===== src/rtl/fifo_pkg.sv =====
// rtl/fifo_pkg.sv - shared FIFO pointer helpers and read-mode constants
package fifo_pkg;

  localparam int PTR_MAX_W      = 32;
  localparam int FIFO_MODE_STD  = 0;
  localparam int FIFO_MODE_FWFT = 1;

  // Narrower pointers are zero-extended by the caller; leading zeros do not disturb either conversion.
  function automatic logic [PTR_MAX_W-1:0] bin2gray(input logic [PTR_MAX_W-1:0] b);
    return b ^ (b >> 1);
  endfunction

  function automatic logic [PTR_MAX_W-1:0] gray2bin(input logic [PTR_MAX_W-1:0] g);
    logic [PTR_MAX_W-1:0] b;
    b[PTR_MAX_W-1] = g[PTR_MAX_W-1];
    for (int i = PTR_MAX_W - 2; i >= 0; i--) begin
      b[i] = b[i+1] ^ g[i];
    end
    return b;
  endfunction

endpackage


===== src/rtl/fifo_rd_ctrl_if.sv =====
// rtl/fifo_rd_ctrl_if.sv - read-side bundle between controller, memory and consumer
interface fifo_rd_ctrl_if #(
  parameter int ADDR_WIDTH = 3,
  parameter int DATA_WIDTH = 8
);
  logic [ADDR_WIDTH:0]   wptr_gray_sync;
  logic                  rinc;
  logic                  mem_ren;
  logic [ADDR_WIDTH-1:0] raddr;
  logic [DATA_WIDTH-1:0] mem_rdata;
  logic [ADDR_WIDTH:0]   rptr_gray;
  logic [DATA_WIDTH-1:0] rdata;
  logic                  rvalid;
  logic                  empty;
  logic                  almost_empty;
  logic [ADDR_WIDTH:0]   rd_level;
  logic                  underflow;

  modport master (
    input  wptr_gray_sync, rinc, mem_rdata,
    output mem_ren, raddr, rptr_gray, rdata, rvalid, empty, almost_empty, rd_level, underflow
  );

  modport slave (
    output wptr_gray_sync, rinc, mem_rdata,
    input  mem_ren, raddr, rptr_gray, rdata, rvalid, empty, almost_empty, rd_level, underflow
  );
endinterface


===== src/rtl/fifo_rd_buf.sv =====
// rtl/fifo_rd_buf.sv - 2-entry in-order output buffer for first-word-fall-through reads
module fifo_rd_buf #(
  parameter int DATA_WIDTH = 8
) (
  input  logic                  clk_i,
  input  logic                  rst_i,
  input  logic                  push_i,
  input  logic [DATA_WIDTH-1:0] push_data_i,
  input  logic                  pop_i,
  output logic [1:0]            count_o,
  output logic [DATA_WIDTH-1:0] head_o
);

  logic [DATA_WIDTH-1:0] mem_q [2];
  logic                  wr_ptr_q;
  logic                  rd_ptr_q;
  logic [1:0]            count_q;

  always_ff @(posedge clk_i) begin
    if (rst_i) begin
      wr_ptr_q <= 1'b0;
      rd_ptr_q <= 1'b0;
      count_q  <= 2'd0;
    end else begin
      if (push_i) wr_ptr_q <= ~wr_ptr_q;
      if (pop_i)  rd_ptr_q <= ~rd_ptr_q;
      count_q <= count_q + {1'b0, push_i} - {1'b0, pop_i};
    end
  end

  always_ff @(posedge clk_i) begin
    if (push_i && !rst_i) mem_q[wr_ptr_q] <= push_data_i;
  end

  assign count_o = count_q;
  assign head_o  = mem_q[rd_ptr_q];

endmodule


===== src/rtl/fifo_rd_ctrl.sv =====
// rtl/fifo_rd_ctrl.sv - async FIFO read-side pointer, flags, level and read-mode datapath
module fifo_rd_ctrl
  import fifo_pkg::*;
#(
  parameter int ADDR_WIDTH = 3,
  parameter int DATA_WIDTH = 8,
  parameter int AE_THRESH  = 1,
  parameter int FWFT       = 0
) (
  input  logic           CLK,
  input  logic           RST,
  fifo_rd_ctrl_if.master bus
);

  localparam int PW = ADDR_WIDTH + 1;
  localparam logic [PW-1:0] AE_LIMIT = PW'(AE_THRESH);

  logic [PW-1:0] rbin_q, rbin_d;
  logic [PW-1:0] rptr_gray_q, rgray_d;
  logic [PW-1:0] rd_level_q, level_d;
  logic [PW-1:0] wbin;
  logic          empty_q, almost_empty_q;
  logic          pop;

  assign wbin    = PW'(gray2bin(PTR_MAX_W'(bus.wptr_gray_sync)));
  assign rbin_d  = rbin_q + PW'(pop);
  assign rgray_d = PW'(bin2gray(PTR_MAX_W'(rbin_d)));
  // Modular subtraction gives 2^ADDR_WIDTH when the pointers differ only in the MSB.
  assign level_d = wbin - rbin_d;

  always_ff @(posedge CLK) begin
    if (RST) begin
      rbin_q         <= '0;
      rptr_gray_q    <= '0;
      rd_level_q     <= '0;
      empty_q        <= 1'b1;
      almost_empty_q <= 1'b1;
    end else begin
      rbin_q         <= rbin_d;
      rptr_gray_q    <= rgray_d;
      rd_level_q     <= level_d;
      empty_q        <= (rgray_d == bus.wptr_gray_sync);
      almost_empty_q <= (level_d <= AE_LIMIT);
    end
  end

  assign bus.mem_ren      = pop;
  assign bus.raddr        = rbin_q[ADDR_WIDTH-1:0];
  assign bus.rptr_gray    = rptr_gray_q;
  assign bus.rd_level     = rd_level_q;
  assign bus.empty        = empty_q;
  assign bus.almost_empty = almost_empty_q;

  generate
    if (FWFT == FIFO_MODE_FWFT) begin : g_fwft
      logic                  inflight_q;
      logic                  consume;
      logic                  rvalid_w;
      logic [1:0]            buf_count;
      logic [1:0]            occ;
      logic [DATA_WIDTH-1:0] head;

      assign rvalid_w = (buf_count != 2'd0);
      assign consume  = bus.rinc & rvalid_w;
      // Words buffered or on their way after this cycle's consume; fetch only while a slot stays free.
      assign occ      = buf_count + {1'b0, inflight_q} - {1'b0, consume};
      assign pop      = ~RST & ~empty_q & (occ < 2'd2);

      always_ff @(posedge CLK) begin
        if (RST) inflight_q <= 1'b0;
        else     inflight_q <= pop;
      end

      fifo_rd_buf #(.DATA_WIDTH(DATA_WIDTH)) u_buf (
        .clk_i       (CLK),
        .rst_i       (RST),
        .push_i      (inflight_q),
        .push_data_i (bus.mem_rdata),
        .pop_i       (consume),
        .count_o     (buf_count),
        .head_o      (head)
      );

      assign bus.rvalid    = rvalid_w;
      assign bus.rdata     = head;
      assign bus.underflow = ~RST & bus.rinc & ~rvalid_w;
    end else begin : g_std
      logic rvalid_q;

      assign pop = ~RST & bus.rinc & ~empty_q;

      always_ff @(posedge CLK) begin
        if (RST) rvalid_q <= 1'b0;
        else     rvalid_q <= pop;
      end

      assign bus.rvalid    = rvalid_q;
      assign bus.rdata     = bus.mem_rdata;
      assign bus.underflow = ~RST & bus.rinc & empty_q;
    end
  endgenerate

endmodule


===== src/flat_wrapper.sv =====
// flat-port wrapper written by rule: the top's interface ports become plain ports
module fifo_rd_ctrl_flat import fifo_pkg::*;
#(
  parameter int ADDR_WIDTH = 3,
  parameter int DATA_WIDTH = 8,
  parameter int AE_THRESH  = 1,
  parameter int FWFT       = 0
)
  (CLK, RST, bus_wptr_gray_sync, bus_rinc, bus_mem_rdata, bus_mem_ren, bus_raddr, bus_rptr_gray, bus_rdata, bus_rvalid, bus_empty, bus_almost_empty, bus_rd_level, bus_underflow);
  fifo_rd_ctrl_if #(.ADDR_WIDTH(ADDR_WIDTH), .DATA_WIDTH(DATA_WIDTH)) bus_i ();
  input  logic CLK;
  input  logic RST;
  input wire logic [$bits(bus_i.wptr_gray_sync)-1:0] bus_wptr_gray_sync;
  input wire logic [$bits(bus_i.rinc)-1:0] bus_rinc;
  input wire logic [$bits(bus_i.mem_rdata)-1:0] bus_mem_rdata;
  output wire logic [$bits(bus_i.mem_ren)-1:0] bus_mem_ren;
  output wire logic [$bits(bus_i.raddr)-1:0] bus_raddr;
  output wire logic [$bits(bus_i.rptr_gray)-1:0] bus_rptr_gray;
  output wire logic [$bits(bus_i.rdata)-1:0] bus_rdata;
  output wire logic [$bits(bus_i.rvalid)-1:0] bus_rvalid;
  output wire logic [$bits(bus_i.empty)-1:0] bus_empty;
  output wire logic [$bits(bus_i.almost_empty)-1:0] bus_almost_empty;
  output wire logic [$bits(bus_i.rd_level)-1:0] bus_rd_level;
  output wire logic [$bits(bus_i.underflow)-1:0] bus_underflow;
  assign bus_i.wptr_gray_sync = bus_wptr_gray_sync;
  assign bus_i.rinc = bus_rinc;
  assign bus_i.mem_rdata = bus_mem_rdata;
  assign bus_mem_ren = bus_i.mem_ren;
  assign bus_raddr = bus_i.raddr;
  assign bus_rptr_gray = bus_i.rptr_gray;
  assign bus_rdata = bus_i.rdata;
  assign bus_rvalid = bus_i.rvalid;
  assign bus_empty = bus_i.empty;
  assign bus_almost_empty = bus_i.almost_empty;
  assign bus_rd_level = bus_i.rd_level;
  assign bus_underflow = bus_i.underflow;
  fifo_rd_ctrl #(.ADDR_WIDTH(ADDR_WIDTH), .DATA_WIDTH(DATA_WIDTH), .AE_THRESH(AE_THRESH), .FWFT(FWFT)) u_core (.CLK(CLK), .RST(RST), .bus(bus_i));
endmodule

===== config.mk =====
export PLATFORM = sky130hd
export DESIGN_NAME = fifo_rd_ctrl_flat
export DESIGN_NICKNAME = d
export VERILOG_FILES = /design/src/rtl/fifo_pkg.sv /design/src/rtl/fifo_rd_ctrl_if.sv /design/src/rtl/fifo_rd_buf.sv /design/src/rtl/fifo_rd_ctrl.sv /design/src/flat_wrapper.sv
export SDC_FILE = /design/constraint.sdc
export NUM_CORES = 1
export LEC_CHECK = 0
export CELL_PAD_IN_SITES_DETAIL_PLACEMENT = 1
export CELL_PAD_IN_SITES_GLOBAL_PLACEMENT = 1
export CORE_MARGIN = 2
export CORE_UTILIZATION = 40
export DETAILED_ROUTE_END_ITERATION = 16
export DONT_BUFFER_PORTS = 1
export PLACE_DENSITY_LB_ADDON = 0.1
export SYNTH_ARGS = -nofsm -noshare
export SYNTH_HDL_FRONTEND = slang
export SYNTH_SLANG_ARGS = --single-unit
export TNS_END_PERCENT = 20

===== constraint.sdc =====
create_clock -name CLK -period 6.05 [get_ports CLK]
set_input_delay 0.9075 -clock CLK [delete_from_list [all_inputs] [get_ports CLK]]
set_output_delay 0.9075 -clock CLK [all_outputs]
set_load 0.02 [all_outputs]

---- Word level (Yosys, flattened, before mapping) ----
Index checks and enable logic that the tools add are counted.
word-level totals
  bits in registers ....................... 15
  latch bits .............................. 0
  RAM bits ................................ 0
  bits in read-only memories .............. 0
  input bits .............................. 15
  output and inout bits ................... 24
  logic and storage cells ................. 19
  memories kept ........................... 0
cells by class
  add/sub/neg operators ................... 2
  multipliers ............................. 0
  div/mod/pow operators ................... 0
  magnitude comparators ................... 1
  equal/unequal tests ..................... 1
  shift-type cells ........................ 0
  multiplexer cells ....................... 0
  bitwise logic cells ..................... 9
  reduce and logical (&&, ||, !) cells .... 0
operator list
  cell                                                  number
  adder 4 x 1 -> 4 bit                                  1
  equality test 4 bit                                   1
  <= comparator 4 x 1 -> 1 bit (second input constant)  1
  subtractor 4 bit                                      1
  XOR 4 x 3 -> 4 bit                                    1
  bitwise AND 1 bit                                     3
  XOR 1 bit                                             3
  inverter 1 bit                                        2

---- Depth between registers and ports, before layout ----
  depth after elaboration ................. 6
  depth in mapped cells ................... 10
  mapped depth without buffers ............ 9

---- Worst setup path after synthesis ----
No wires, ideal clock.
  path type ............................... input -> register
  start point ............................. input RST
  end point ............................... register u_core.almost_empty_q, in the netlist u_core.bus.almost_empty
  data arrival time ....................... 3.351 ns
  data required time ...................... 5.935 ns
  slack ................................... 2.584 ns
  stages .................................. 10
  buffers on the path ..................... 1
  cells stage by stage .................... clkbuf_1 nor3b_1 ha_1 ha_1 xnor2_1 ha_1 a21bo_2 o221ai_2 xnor2_1 a31o_1
on the way
  word-level cells in the longest chain between the ends .. 6
ends and longest elaborated chain
  what                             RTL line            text
  start: declaration               flat_wrapper.sv:12  input logic RST;
  inverter 1 bit                   fifo_rd_ctrl.sv:90  assign pop = ~RST & bus.rinc & ~empty_q;
  bitwise AND 1 bit (2 in series)  fifo_rd_ctrl.sv:90
  via bus_mem_ren                  flat_wrapper.sv:16  output wire logic [$bits(bus_i.mem_ren)-1:0] bus_mem_ren;
  adder 4 x 1 -> 4 bit             fifo_rd_ctrl.sv:26  assign rbin_d = rbin_q + PW'(pop);
  subtractor 4 bit                 fifo_rd_ctrl.sv:29  assign level_d = wbin - rbin_d;
  <= comparator 4 x 1 -> 1 bit     fifo_rd_ctrl.sv:43  almost_empty_q <= (level_d <= AE_LIMIT);
  end signal: assignment           fifo_rd_ctrl.sv:43
  end: declaration                 fifo_rd_ctrl.sv:22  logic empty_q, almost_empty_q;
The timed path passes the listed nets, and every way through them passes these cells.
A chain may end at the register's enable or synchronous reset.

---- Final worst setup path ----
  start point ............................. input bus_rinc
  end point ............................... register u_core.almost_empty_q, in the netlist u_core.bus.almost_empty
on the way
  word-level cells in the longest chain between the ends .. 5
ends and longest elaborated chain
  what                             RTL line            text
  start: declaration               flat_wrapper.sv:14  input wire logic [$bits(bus_i.rinc)-1:0] bus_rinc;
  bitwise AND 1 bit (2 in series)  fifo_rd_ctrl.sv:90
  adder 4 x 1 -> 4 bit             fifo_rd_ctrl.sv:26
  subtractor 4 bit                 fifo_rd_ctrl.sv:29
  <= comparator 4 x 1 -> 1 bit     fifo_rd_ctrl.sv:43
Every way passes these cells.

==> impl_metrics.yaml <==
power_and_ir_drop:
  netSwitchingPower_mw: 0.0589
  powerDensity_mw_per_mm2: 278
  switching_share: 0.277
  p_clk_frac: 0.314
  seqPwrFrac: 0.524
  p_leak_nw: 0.328
  internal-power_mw: 0.153
  power_mw: 0.212
  vdd_drop_max_mv: 0.139
  comb_power_share: 0.162
sta:
  setup_tns_ns: 0
  period_share: 0.527
  hold_viol: 0
  tightest_slew_ns: 0.768
  setup_viol: 0
  rsz0062_at_grt: "false"
  max_slew_margin: 0.487
  final_max_slew_viol_count: 0
  min_period_ns: 3.19
  skew_ns: 0.00106
  finalWorstSetupSlack_ns: 2.86
  fmax_ghz: 0.314
critical_path:
  r2r_cells: 9
  cp_data_required_time_ns: 6.23
  arrival_ns: 3.37
  reg2reg_from: "u_core.bus.empty"
  crit_fanout: 5
  end_kind: "flop"
  r2r-end: "u_core.bus.almost_empty"
  crit_type: "primary input to flop"
  r2r_slack_ns: 3.02
  critPathLaunchType: "primary input"
hold_path:
  hp-start: "u_core.bus.empty"
  whs_path_depth: 1
  whs_endpoint: "u_core.bus.rvalid"
  worstHoldPathType: "flop to flop"
yosys:
  yosysWarnings: 0
  syn_area_sq_um: 763
  synthTopCellsByArea: "dfxtp_1 37%, ha_1 8.2%, xnor2_1 8.0%, buf_4 7.9%, xor2_1 6.9%"
  syn_area_per_cell_sq_um: 10.3
  synth_cell_types: 25
  synth-seq-area-share: 0.367
  postSynthCellCount: 74
  synth_fp_nets: 94
  yosys.area.top_type_share: 0.367
  ys_seq_elements: 14
  synth_top_area_cell: "dfxtp_1"
layout:
  final_cell_mix: "14 x dfxtp_1, 7 x xnor2_1, 7 x nor2_1, 6 x xor2_1, 5 x ha_1"
  drive_gt1_frac: 0.176
  num_antenna_cells: 0
  final_common_cell: "dfxtp_1"
  fin_area_sq_um: 763
  nNetsFinal: 89
  area.growth.synth_to_final_pct: 0
die:
  die_x_microns: 47.7
  row_count: 15
  dieArea_sq_mm: 0.00227
  die_h_microns: 47.7
  start_util: 0.433
  pin_count: 39
  coreArea_sq_mm: 0.00176
global_routing:
  grt_pass1_vias: 469
  overflow: 0
  grt_use_total: 0.139
  grt_pass1_wl_microns: 2080
  antenna_found_initial: 0
  grt_max_degree: 17
drt:
  routed_via_density: 4.97
  num_vias: 462
  drc: 0
  postRouteAntennaNets: 0
  wl_per_cell_microns: 14.8
  postRouteWirelength_microns: 1370
  drt_iter0_drc: 2
  firstDrtPassIters: 2
outcome:
  status: "finished, final reports clean"
placed_design:
  dpl_cell_area_sq_um: 727
  post-place-ws_ns: 2.55
  gp_congestion: 0.659
  hpwl_microns: 1030
  port_buffers: 0
cts:
  path_clk_slew_ns: 0.08
  numCtsBuffers: 3
  post_cts_buffers: 0
  root_buffer: "clkbuf_4"
  cts-resized-gates: 0
  cts_sinks: 14
  postCtsHoldBufs: 0
  cts_max_level: 1
  clock_latency_ns: 0.28
  tritoncts: "yes"
  clockBufferDepth: 2
flow_run:
  max-cap-violations: 0
-- critical path: stages --
cell	delay (ns)
nor3b_1	0.62
ha_1	0.34
ha_1	0.22
xnor2_1	0.26
ha_1	0.35
a21bo_2	0.21
o221ai_2	0.10
xnor2_1	0.17
a31o_1	0.21
-- metal layers --
| layer | wire [microns] | track usage | vias up |
|---|---|---|---|
| met4 | 26 | 0.0703 | 0 |
| met1 | 607 | 0.174 | 208 |
| met2 | 617 | 0.195 | 25 |
| met3 | 121 | 0.0717 | 9 |
| met5 | 0 | 0 | - |
| li1 | - | - | 220 |
-- power groups by stage --
stage	sequential (mW)	combinational (mW)	clock, mW
6_report	0.111	0.0344	0.0666
5_1_grt	0.112	0.0397	0.0715
4_1_cts	0.111	0.0354	0.0699
3_5_place_dp	0.113	0.0350	0
3_3_place_gp	0.114	0.0338	0
2_1_floorplan	0.113	0.0373	0
-- metrics by stage --
| step | util | hold slack, ns | instances |
|---|---|---|---|
| after global placement | 0.412 | 0.612 | 89 |
| after global routing | 0.433 | 0.665 | 93 |
| after detailed placement | 0.412 | 0.614 | 89 |
| after floorplan | - | 0.577 | 74 |
| after CTS | 0.433 | 0.630 | 93 |
| final | 0.433 | 0.628 | 93 |
-- sequential cells by signal, summed over array words and instances (netlist names) --
signal	cells
u_core.bus.rd_level	4
u_core.bus.rptr_gray	4
u_core.rbin_q	3
u_core.bus.almost_empty	1
u_core.bus.empty	1
u_core.bus.rvalid	1
-- synth_stat cells --
cell type / number
inv_1: 3
nand2b_1: 1
buf_4: 8
clkbuf_1: 2
a31o_2: 1
nand3_1: 1
dfxtp_1: 14
ha_1: 5
xor2_1: 6
xnor2_1: 7
a31o_1: 1
o21bai_2: 1
or2_2: 2
nor3b_1: 2
and3b_1: 1
mux2i_1: 1
a21boi_0: 1
a21bo_2: 1
nand2_1: 2
nor2b_1: 3
xnor3_2: 1
xor3_4: 1
a21oi_1: 1
o221ai_2: 1
nor2_1: 7
-- worst max-delay path by stage --
stage	slack, ns	endpoint	start	cells past startpoint
final	2.86	u_core.bus.almost_empty	bus_rinc	9
after global routing	2.71	u_core.bus.almost_empty	bus_rinc	9
after CTS	2.86	u_core.bus.almost_empty	bus_rinc	9
after detailed placement	2.55	u_core.bus.almost_empty	bus_rinc	9
after global placement	2.60	u_core.bus.almost_empty	bus_rinc	9
after floorplan	2.58	u_core.bus.almost_empty	RST	10
-- kinds of logic (layout without fill, tap and decap cells) --
| family | after synthesis | in the layout | synth area share |
|---|---|---|---|
| DFF | 14 | 14 | 0.367 |
| adders and majority gates | 5 | 5 | 0.0820 |
| muxes | 1 | 1 | 0.0131 |
| AOI/OAI and AO/OA | 7 | 7 | 0.0869 |
| and+or+nand+nor | 19 | 19 | 0.131 |
| buffers and inverters | 13 | 7 | 0.103 |
| xor gates and xnor gates | 15 | 15 | 0.216 |
-- layout make-up --
class,instances,area [sq um]
Tap cell,25,31.3
Fill cell,207,1000
Clock buffer,4,36.3
Inverter,3,11.3
Sequential cell,14,280
Multi-Input combinational cell,47,404
Note: power is estimated with default switching activity, not from simulation.
